===== src/rtl/rca_seq_ctrl.sv =====
// rca_seq_ctrl: multi-cycle wide adder/subtractor built on one 5-bit ripple-carry slice.
// The operand pair is latched on acceptance, then one 5-bit slice is processed per cycle,
// LSB slice first. The slice carry-out is registered and feeds the next slice.
//
// Ports:
//   clk        clock, all state changes on the rising edge
//   rst        synchronous active-high reset
//   in_valid   request carries a valid operand pair
//   in_ready   controller can accept a request (IDLE and not in reset)
//   a, b       W-bit operands, W = 5*NSLICE
//   cin        carry-in for add mode, ignored when sub=1
//   sub        0: a+b+cin, 1: a-b computed as a+~b+1
//   out_valid  result available (DONE state)
//   out_ready  consumer accepts the result
//   sum        result modulo 2^W
//   cout       carry out of bit W-1 (sub mode: 1 = no borrow)
//   ovf        two's-complement signed overflow
module rca_seq_ctrl #(
    parameter int unsigned  NSLICE = 4,
    localparam int unsigned W      = 5 * NSLICE
) (
    input  logic         clk,
    input  logic         rst,
    input  logic         in_valid,
    output logic         in_ready,
    input  logic [W-1:0] a,
    input  logic [W-1:0] b,
    input  logic         cin,
    input  logic         sub,
    output logic         out_valid,
    input  logic         out_ready,
    output logic [W-1:0] sum,
    output logic         cout,
    output logic         ovf
);

    localparam int unsigned IW = (NSLICE > 1) ? $clog2(NSLICE) : 1;

    typedef enum logic [1:0] {StIdle, StRun, StDone} state_e;

    state_e          state_q, state_d;
    logic [IW-1:0]   idx_q, idx_d;
    logic [W-1:0]    a_q, a_d;
    logic [W-1:0]    b_q, b_d;     // b already inverted for subtract
    logic            carry_q, carry_d;
    logic [W-1:0]    sum_q, sum_d;
    logic            cout_q, cout_d;
    logic            ovf_q, ovf_d;

    logic            last_slice;
    int unsigned     base;
    logic [W-1:0]    a_sh, b_sh, slot_mask;
    logic [4:0]      sl_a, sl_b, sl_sum;
    logic            sl_cout;
    logic            rc;

    assign last_slice = (idx_q == IW'(NSLICE - 1));

    // Select the current 5-bit slot with shifts so no out-of-range part select can arise.
    always_comb begin
        base      = 32'd5 * 32'(idx_q);
        a_sh      = a_q >> base;
        b_sh      = b_q >> base;
        slot_mask = W'(5'h1f) << base;
        sl_a      = a_sh[4:0];
        sl_b      = b_sh[4:0];
    end

    // The single 5-bit ripple-carry slice.
    always_comb begin
        rc     = carry_q;
        sl_sum = '0;
        for (int i = 0; i < 5; i++) begin
            sl_sum[i] = sl_a[i] ^ sl_b[i] ^ rc;
            rc        = (sl_a[i] & sl_b[i]) | (rc & (sl_a[i] ^ sl_b[i]));
        end
        sl_cout = rc;
    end

    always_comb begin
        state_d   = state_q;
        idx_d     = idx_q;
        a_d       = a_q;
        b_d       = b_q;
        carry_d   = carry_q;
        sum_d     = sum_q;
        cout_d    = cout_q;
        ovf_d     = ovf_q;
        in_ready  = (state_q == StIdle) && !rst;
        out_valid = (state_q == StDone);

        unique case (state_q)
            StIdle: begin
                if (in_valid && in_ready) begin
                    a_d     = a;
                    b_d     = sub ? ~b : b;
                    carry_d = sub ? 1'b1 : cin;
                    idx_d   = '0;
                    state_d = StRun;
                end
            end
            StRun: begin
                sum_d   = (sum_q & ~slot_mask) | ((W'(sl_sum) << base) & slot_mask);
                carry_d = sl_cout;
                if (last_slice) begin
                    cout_d  = sl_cout;
                    // Overflow: operand signs agree but the result sign differs.
                    ovf_d   = (a_q[W-1] == b_q[W-1]) && (sl_sum[4] != a_q[W-1]);
                    state_d = StDone;
                end else begin
                    idx_d = idx_q + IW'(1);
                end
            end
            StDone: begin
                if (out_ready) begin
                    state_d = StIdle;
                end
            end
            default: state_d = StIdle;
        endcase
    end

    always_ff @(posedge clk) begin
        if (rst) begin
            state_q <= StIdle;
            idx_q   <= '0;
            a_q     <= '0;
            b_q     <= '0;
            carry_q <= 1'b0;
            sum_q   <= '0;
            cout_q  <= 1'b0;
            ovf_q   <= 1'b0;
        end else begin
            state_q <= state_d;
            idx_q   <= idx_d;
            a_q     <= a_d;
            b_q     <= b_d;
            carry_q <= carry_d;
            sum_q   <= sum_d;
            cout_q  <= cout_d;
            ovf_q   <= ovf_d;
        end
    end

    assign sum  = sum_q;
    assign cout = cout_q;
    assign ovf  = ovf_q;

endmodule


===== config.mk =====
export PLATFORM = sky130hd
export DESIGN_NAME = rca_seq_ctrl
export DESIGN_NICKNAME = d
export VERILOG_FILES = /design/src/rtl/rca_seq_ctrl.sv
export SDC_FILE = /design/constraint.sdc
export NUM_CORES = 1
export LEC_CHECK = 0
export CELL_PAD_IN_SITES_DETAIL_PLACEMENT = 1
export CELL_PAD_IN_SITES_GLOBAL_PLACEMENT = 1
export CORE_AREA = 4 4 97 99
export DETAILED_ROUTE_END_ITERATION = 10
export DIE_AREA = 0 0 101 103
export MAX_ROUTING_LAYER = met4
export PLACE_DENSITY = 0.82
export SLEW_MARGIN = 25
export SYNTH_ARGS = -nofsm -noshare
export SYNTH_HDL_FRONTEND = slang
export SYNTH_SLANG_ARGS = --single-unit
export TNS_END_PERCENT = 30

===== constraint.sdc =====
create_clock -name clk -period 4.45 [get_ports clk]
set_input_delay 0.89 -clock clk [delete_from_list [all_inputs] [get_ports clk]]
set_output_delay 0.89 -clock clk [all_outputs]
set_load 0.005 [all_outputs]

==> impl_metrics.yaml, run 1 <==
outcome:
  status: "finished clean"
critical_path:
  r2r_end: "ovf$_SDFFE_PP0P_"
  reg2reg_depth: 10
  rrSetupSlack_ns: 0.84
  timing.rr.start: "idx_q[0]$_SDFFE_PP0P_"
  crit_arrival_ns: 3.87
  cp-end-kind: "flop"
  crit_required_ns: 4.71
  crit_path_start_kind: "flop"
  critPathMaxFanout: 6
  critPathKind: "flop to flop"
sta:
  maxSlewViolCount: 0
  whs_ns: 0.451
  rsz0062_at_grt: "false"
  finalSetupTns_ns: 0
  finClkSkew_ns: 0.00472
  tightest_slew_ns: 0.735
  max_slew_margin: 0.510
  post-route-period-util: 0.812
  hold_viol_final: 0
  fmax_mhz: 277
  period_needed_ns: 3.61
  setup_violations: 0
clock_tree:
  cts-resized-gates: 0
  clockBufferDepth: 2
  ctsHoldBuffers: 0
  cts_tree: "built"
  cts_buffers: 9
  htreeDepth: 3
  post_cts_buffers: 0
  clk_pin_slew_ns: 0.07
  clkLatencyLatePin_ns: 0.35
  clock_sinks: 67
  root_buffer: "clkbuf_8"
finish:
  nets: 451
  syn2layout_area_growth_pct: 30.9
  final_core_util: 0.470
  diodes: 0
  drive_above_1_share: 0.0873
  finalInstanceArea_sq_mm: 0.00402
  fillers: 1018
  final_cell_mix: "dfxtp_1 (67), clkdlybuf4s50_1 (67), nand2_1 (63)"
floorplanning:
  core_sq_mm: 0.00855
  die_area_sq_mm: 0.0104
  start_util: 0.359
  rows: 34
  die_width_um: 101
  ios: 70
  fp.dieH_um: 103
route:
  routedWlPerCell_um: 15.3
  vias: 2585
  drc: 0
  drt_iter0_drc: 57
  vias_per_cell: 5.08
  ant_nets: 0
  wirelength_um: 7780
  first_pass_iters: 4
synth:
  synth-xor-area-share: 0.0571
  synth_edf_count: 0
  synth_adder_area_share: 0.0489
  synth_top_family_by_area: "simple AND/OR/NAND/NOR gates"
  syn-mean-instance-area_sq_um: 9.11
  synth_seq_area_share: 0.437
  yosysWarnings: 0
  synth-compound-area-share: 0.132
  muxShareOfSynthArea: 0.0766
  ys_types: 32
  syn_nets: 392
  netlist_area_sq_mm: 0.00307
  synthCells: 337
  ys.flop_type: "dfxtp_1"
  async_flop_share: 0
  synth-seq-cells: 67
  synth-simple-area-share: 0.201
min_path:
  whs_endpoint: "a_q[13]$_SDFFE_PP0P_"
  hp-class: "flop to flop"
  min-delay-start: "a_q[13]$_SDFFE_PP0P_"
  min_path_cells: 2
placed_design:
  hpwl_um: 5940
  gp_congestion: 0.843
  dpl_cell_area_sq_mm: 0.00381
  io_buffers: 69
grt:
  grt_usage: 0.164
  grt_pass1_wl_um: 12800
  grt_max_degree: 62
  antenna_found_initial: 0
  first_global_vias: 2672
  grt-ovfl-total: 0
power:
  power_density_mw_per_mm2: 342
  irDropWorstVdd_uv: 136
  p_leak_nw: 1.36
run:
  cap_violations: 0
==> Yosys cell counts (5+ instances only) <==
library cell / count / share of area
buf_2: 12 / 0.020
fa_1: 5 / 0.033
inv_1: 8 / 0.0098
nand3b_1: 8 / 0.020
a211oi_1: 21 / 0.051
dfxtp_1: 67 / 0.44
nor2_1: 23 / 0.028
nand2_1: 63 / 0.077
xnor2_1: 20 / 0.057
nand3_1: 12 / 0.020
mux4_2: 10 / 0.073
a21oi_1: 43 / 0.070
clkbuf_1: 10 / 0.012
==> how the worst max path moves through the flow <==
stage,from,end,slack (ns)
finish,idx_q[0]$_SDFFE_PP0P_,ovf$_SDFFE_PP0P_,0.84
global route,idx_q[0]$_SDFFE_PP0P_,ovf$_SDFFE_PP0P_,0.64
CTS,idx_q[0]$_SDFFE_PP0P_,ovf$_SDFFE_PP0P_,0.78
detailed placement,idx_q[0]$_SDFFE_PP0P_,ovf$_SDFFE_PP0P_,0.81
global placement,idx_q[0]$_SDFFE_PP0P_,ovf$_SDFFE_PP0P_,0.97
floorplan,idx_q[0]$_SDFFE_PP0P_,ovf$_SDFFE_PP0P_,1.07
==> layout make-up <==
| type | count | area, sq um | share of cell area |
|---|---|---|---|
| clock inverter | 4 | 47.5 | 0.0118 |
| tap | 108 | 135 | 0.0336 |
| clock buffer | 12 | 165 | 0.0411 |
| inverter | 8 | 30.0 | 0.00747 |
| multi-input combinational | 236 | 1580 | 0.394 |
| sequential | 67 | 1340 | 0.334 |
| timing repair buffer | 74 | 718 | 0.179 |
==> worst max-delay path: stages, from the launching register on <==
cell and delay (ns):
dfxtp_1 0.50, mux4_2 0.55, inv_1 0.08, fa_1 0.17
inv_1 0.05, fa_1 0.39, fa_1 0.39, fa_1 0.40
fa_1 0.64, a21oi_1 0.10, a211oi_1 0.25
==> per-layer routing <==
| metal | GRT usage | up-vias | part of all wire |
|---|---|---|---|
| met5 | - | - | 0 |
| met4 | 0.0542 | 0 | 0.016 |
| met3 | 0.0413 | 15 | 0.055 |
| met2 | 0.276 | 70 | 0.49 |
| met1 | 0.193 | 1219 | 0.44 |
| li1 | - | 1281 | - |
==> kinds of logic (layout without fill, tap and decap cells) <==
group,count (synthesis),after routing
buf+inv,34,98
simple gates,128,128
flops,67,67
xor+xnor,20,20
compound gates,68,68
mux,11,11
fa+ha+maj,9,9
==> report_power, final <==
part / internal [mW] / leakage [nW] / switching (mW)
logic: 0.103 / 0.707 / 0.0966
clock network: 0.303 / 0.108 / 0.229
registers: 0.625 / 0.546 / 0.0196
total: 1.03 / 1.36 / 0.345
==> through the flow <==
stage               total power, mW  setup slack (ns)  cells
floorplan                     0.775              1.07    337
global placement              0.854             0.974    493
detailed placement            0.861             0.812    493
CTS                            1.39             0.785    509
global route                   1.44             0.644    509
finish                         1.38             0.837    509
Power figures use the tool's default switching activity.
==> inputs of run 2 (changes only) <==
==> constraint.sdc (replaced) <==
create_clock -name clk -period 3.35 [get_ports clk]
set_input_delay 0.67 -clock clk [delete_from_list [all_inputs] [get_ports clk]]
set_output_delay 0.67 -clock clk [all_outputs]
set_load 0.005 [all_outputs]
==> run 2 against run 1 <==
Fmax increased by 11%. Non-clock buffer count up 5. Clock-buffer cell count decreased by 2. Hold slack improved by 0.0054 ns.
==> impl_metrics.yaml, run 2 (same netlist as run 1, synthesis figures left out) <==
run:
  cap_violations: 0
grt:
  first_global_vias: 2768
  grt_use_met1: 0.206
  grtUsageMet2: 0.322
  grt_pass1_wl_um: 14000
  grt_usage: 0.181
  antenna_found_initial: 0
  grt-ovfl-total: 0
  grt_max_degree: 62
  grtUsageMet3: 0.0291
  top_usage_layer: "met2"
route:
  first_pass_iters: 4
  vias: 2630
  vias_per_cell: 5.12
  routedWlPerCell_um: 16.9
  drc: 0
  drt_iter0_drc: 59
  ant_nets: 0
  wirelength_um: 8690
sta:
  setup_violations: 0
  finClkSkew_ns: 0.00769
  hold_viol_final: 0
  maxSlewViolCount: 0
  period_needed_ns: 3.26
  max_slew_margin: 0.476
  fmax_mhz: 307
  tightest_slew_ns: 0.786
  post-route-period-util: 0.972
power:
  irDropWorstVdd_uv: 193
  p_leak_nw: 1.39
  power_mw: 1.99
  power_density_mw_per_mm2: 484
clock_tree:
  cts_tree: "built"
  clock_sinks: 67
  ctsHoldBuffers: 0
  htreeDepth: 3
  clkLatencyLatePin_ns: 0.35
  clockBufferDepth: 2
  clk_pin_slew_ns: 0.08
  cts_buffers: 9
  root_buffer: "clkbuf_8"
critical_path:
  cpMostUsedCell: "fa_2"
  reg2reg_depth: 11
  timing.rr.start: "idx_q[0]$_SDFFE_PP0P_"
  cp_slowest_cell: "fa_2"
  crit_buf_inv: 3
  rrSetupSlack_ns: 0.09
  crit_family: "adder cells"
  crit_start: "idx_q[0]$_SDFFE_PP0P_"
  cpPeakStageDelay_ns: 0.57
  cp-end-kind: "flop"
  critPathKind: "flop to flop"
  critPathMaxFanout: 4
  cp.depth: 11
  crit_arrival_ns: 3.54
  crit_chain: "mux4_2 > inv_2 > fa_1 > inv_1 > fa_2 > fa_2 > fa_2 > fa_2 > buf_4 > nand3_1 > a21oi_1"
  crit_required_ns: 3.63
  crit_path_start_kind: "flop"
floorplanning:
  ios: 70
  core_sq_mm: 0.00855
  die_area_sq_mm: 0.0104
  die_width_um: 101
  start_util: 0.359
  rows: 34
  fp.dieH_um: 103
finish:
  syn2layout_area_growth_pct: 34.1
  final_core_util: 0.481
  drive_above_1_share: 0.113
  final_cell_mix: "clkdlybuf4s50_1 (68), dfxtp_1 (66), nand2_1 (63)"
  final_common_cell: "clkdlybuf4s50_1"
  diodes: 0
  fillers: 987
  nets: 456
outcome:
  status: "finished clean"
min_path:
  min_path_cells: 2
  hp-class: "flop to flop"
placed_design:
  hpwl_um: 6250
  io_buffers: 69
  gp_congestion: 0.820
-- run 2: area by class of cell --
cell class | count | area, sq um | share of cell area
sequential | 67 | 1350 | 0.327
clock inverter | 6 | 111 | 0.0271
inverter | 8 | 30.0 | 0.00729
clock buffer | 10 | 138 | 0.0334
multi-input combinational | 236 | 1600 | 0.388
timing repair buffer | 79 | 761 | 0.185
tap | 108 | 135 | 0.0328
-- run 2: routing by layer --
layer | up-vias | part of all wire
met3 | 12 | 0.040
li1 | 1289 | -
met4 | 0 | 0.015
met1 | 1271 | 0.43
met2 | 58 | 0.52
met5 | - | 0
-- run 2: worst max path at each step --
| stage | slack (ns) | endpoint |
|---|---|---|
| finish | 0.09 | flop |
| CTS | 0.04 | ovf$_SDFFE_PP0P_ |
| global route | -0.01 | flop |
| floorplan | 0.001 | ovf$_SDFFE_PP0P_ |
| global placement | -0.01 | ovf$_SDFFE_PP0P_ |
| detailed placement | -0.22 | ovf$_SDFFE_PP0P_ |
-- run 2: what timing repair did --
action                                  in CTS  in global routing
endpoints found under the setup margin       5                  4
pin swaps                                    2                  3
buffers inserted                             1                  0
gates resized for setup                      6                  2
-- run 2: power by group --
part           total, mW  switching, mW  internal, mW
clock              0.853          0.337         0.516
sequential         0.857         0.0267         0.830
combinational      0.284          0.139         0.145
total               1.99          0.502          1.49
-- run 2: worst reg2reg max path: stages, from the launching register on --
cell	delay (ns)
dfxtp_4	0.38
mux4_2	0.53
inv_2	0.09
fa_1	0.16
inv_1	0.06
fa_2	0.36
fa_2	0.36
fa_2	0.35
fa_2	0.57
buf_4	0.14
nand3_1	0.06
a21oi_1	0.14
-- run 2: stage by stage --
step | worst slack [ns] | area [sq um] | hold WS, ns | std cells | TNS [ns]
CTS | 0.0378 | 4110 | 0.458 | 514 | 0
global route | -0.0137 | 4120 | 0.479 | 514 | -0.0278
floorplan | 0.00100 | 3070 | 0.433 | 337 | 0
detailed placement | -0.224 | 3840 | 0.449 | 497 | -0.495
global placement | -0.0114 | 3840 | 0.441 | 497 | -0.0114
finish | 0.0924 | 4120 | 0.456 | 514 | 0
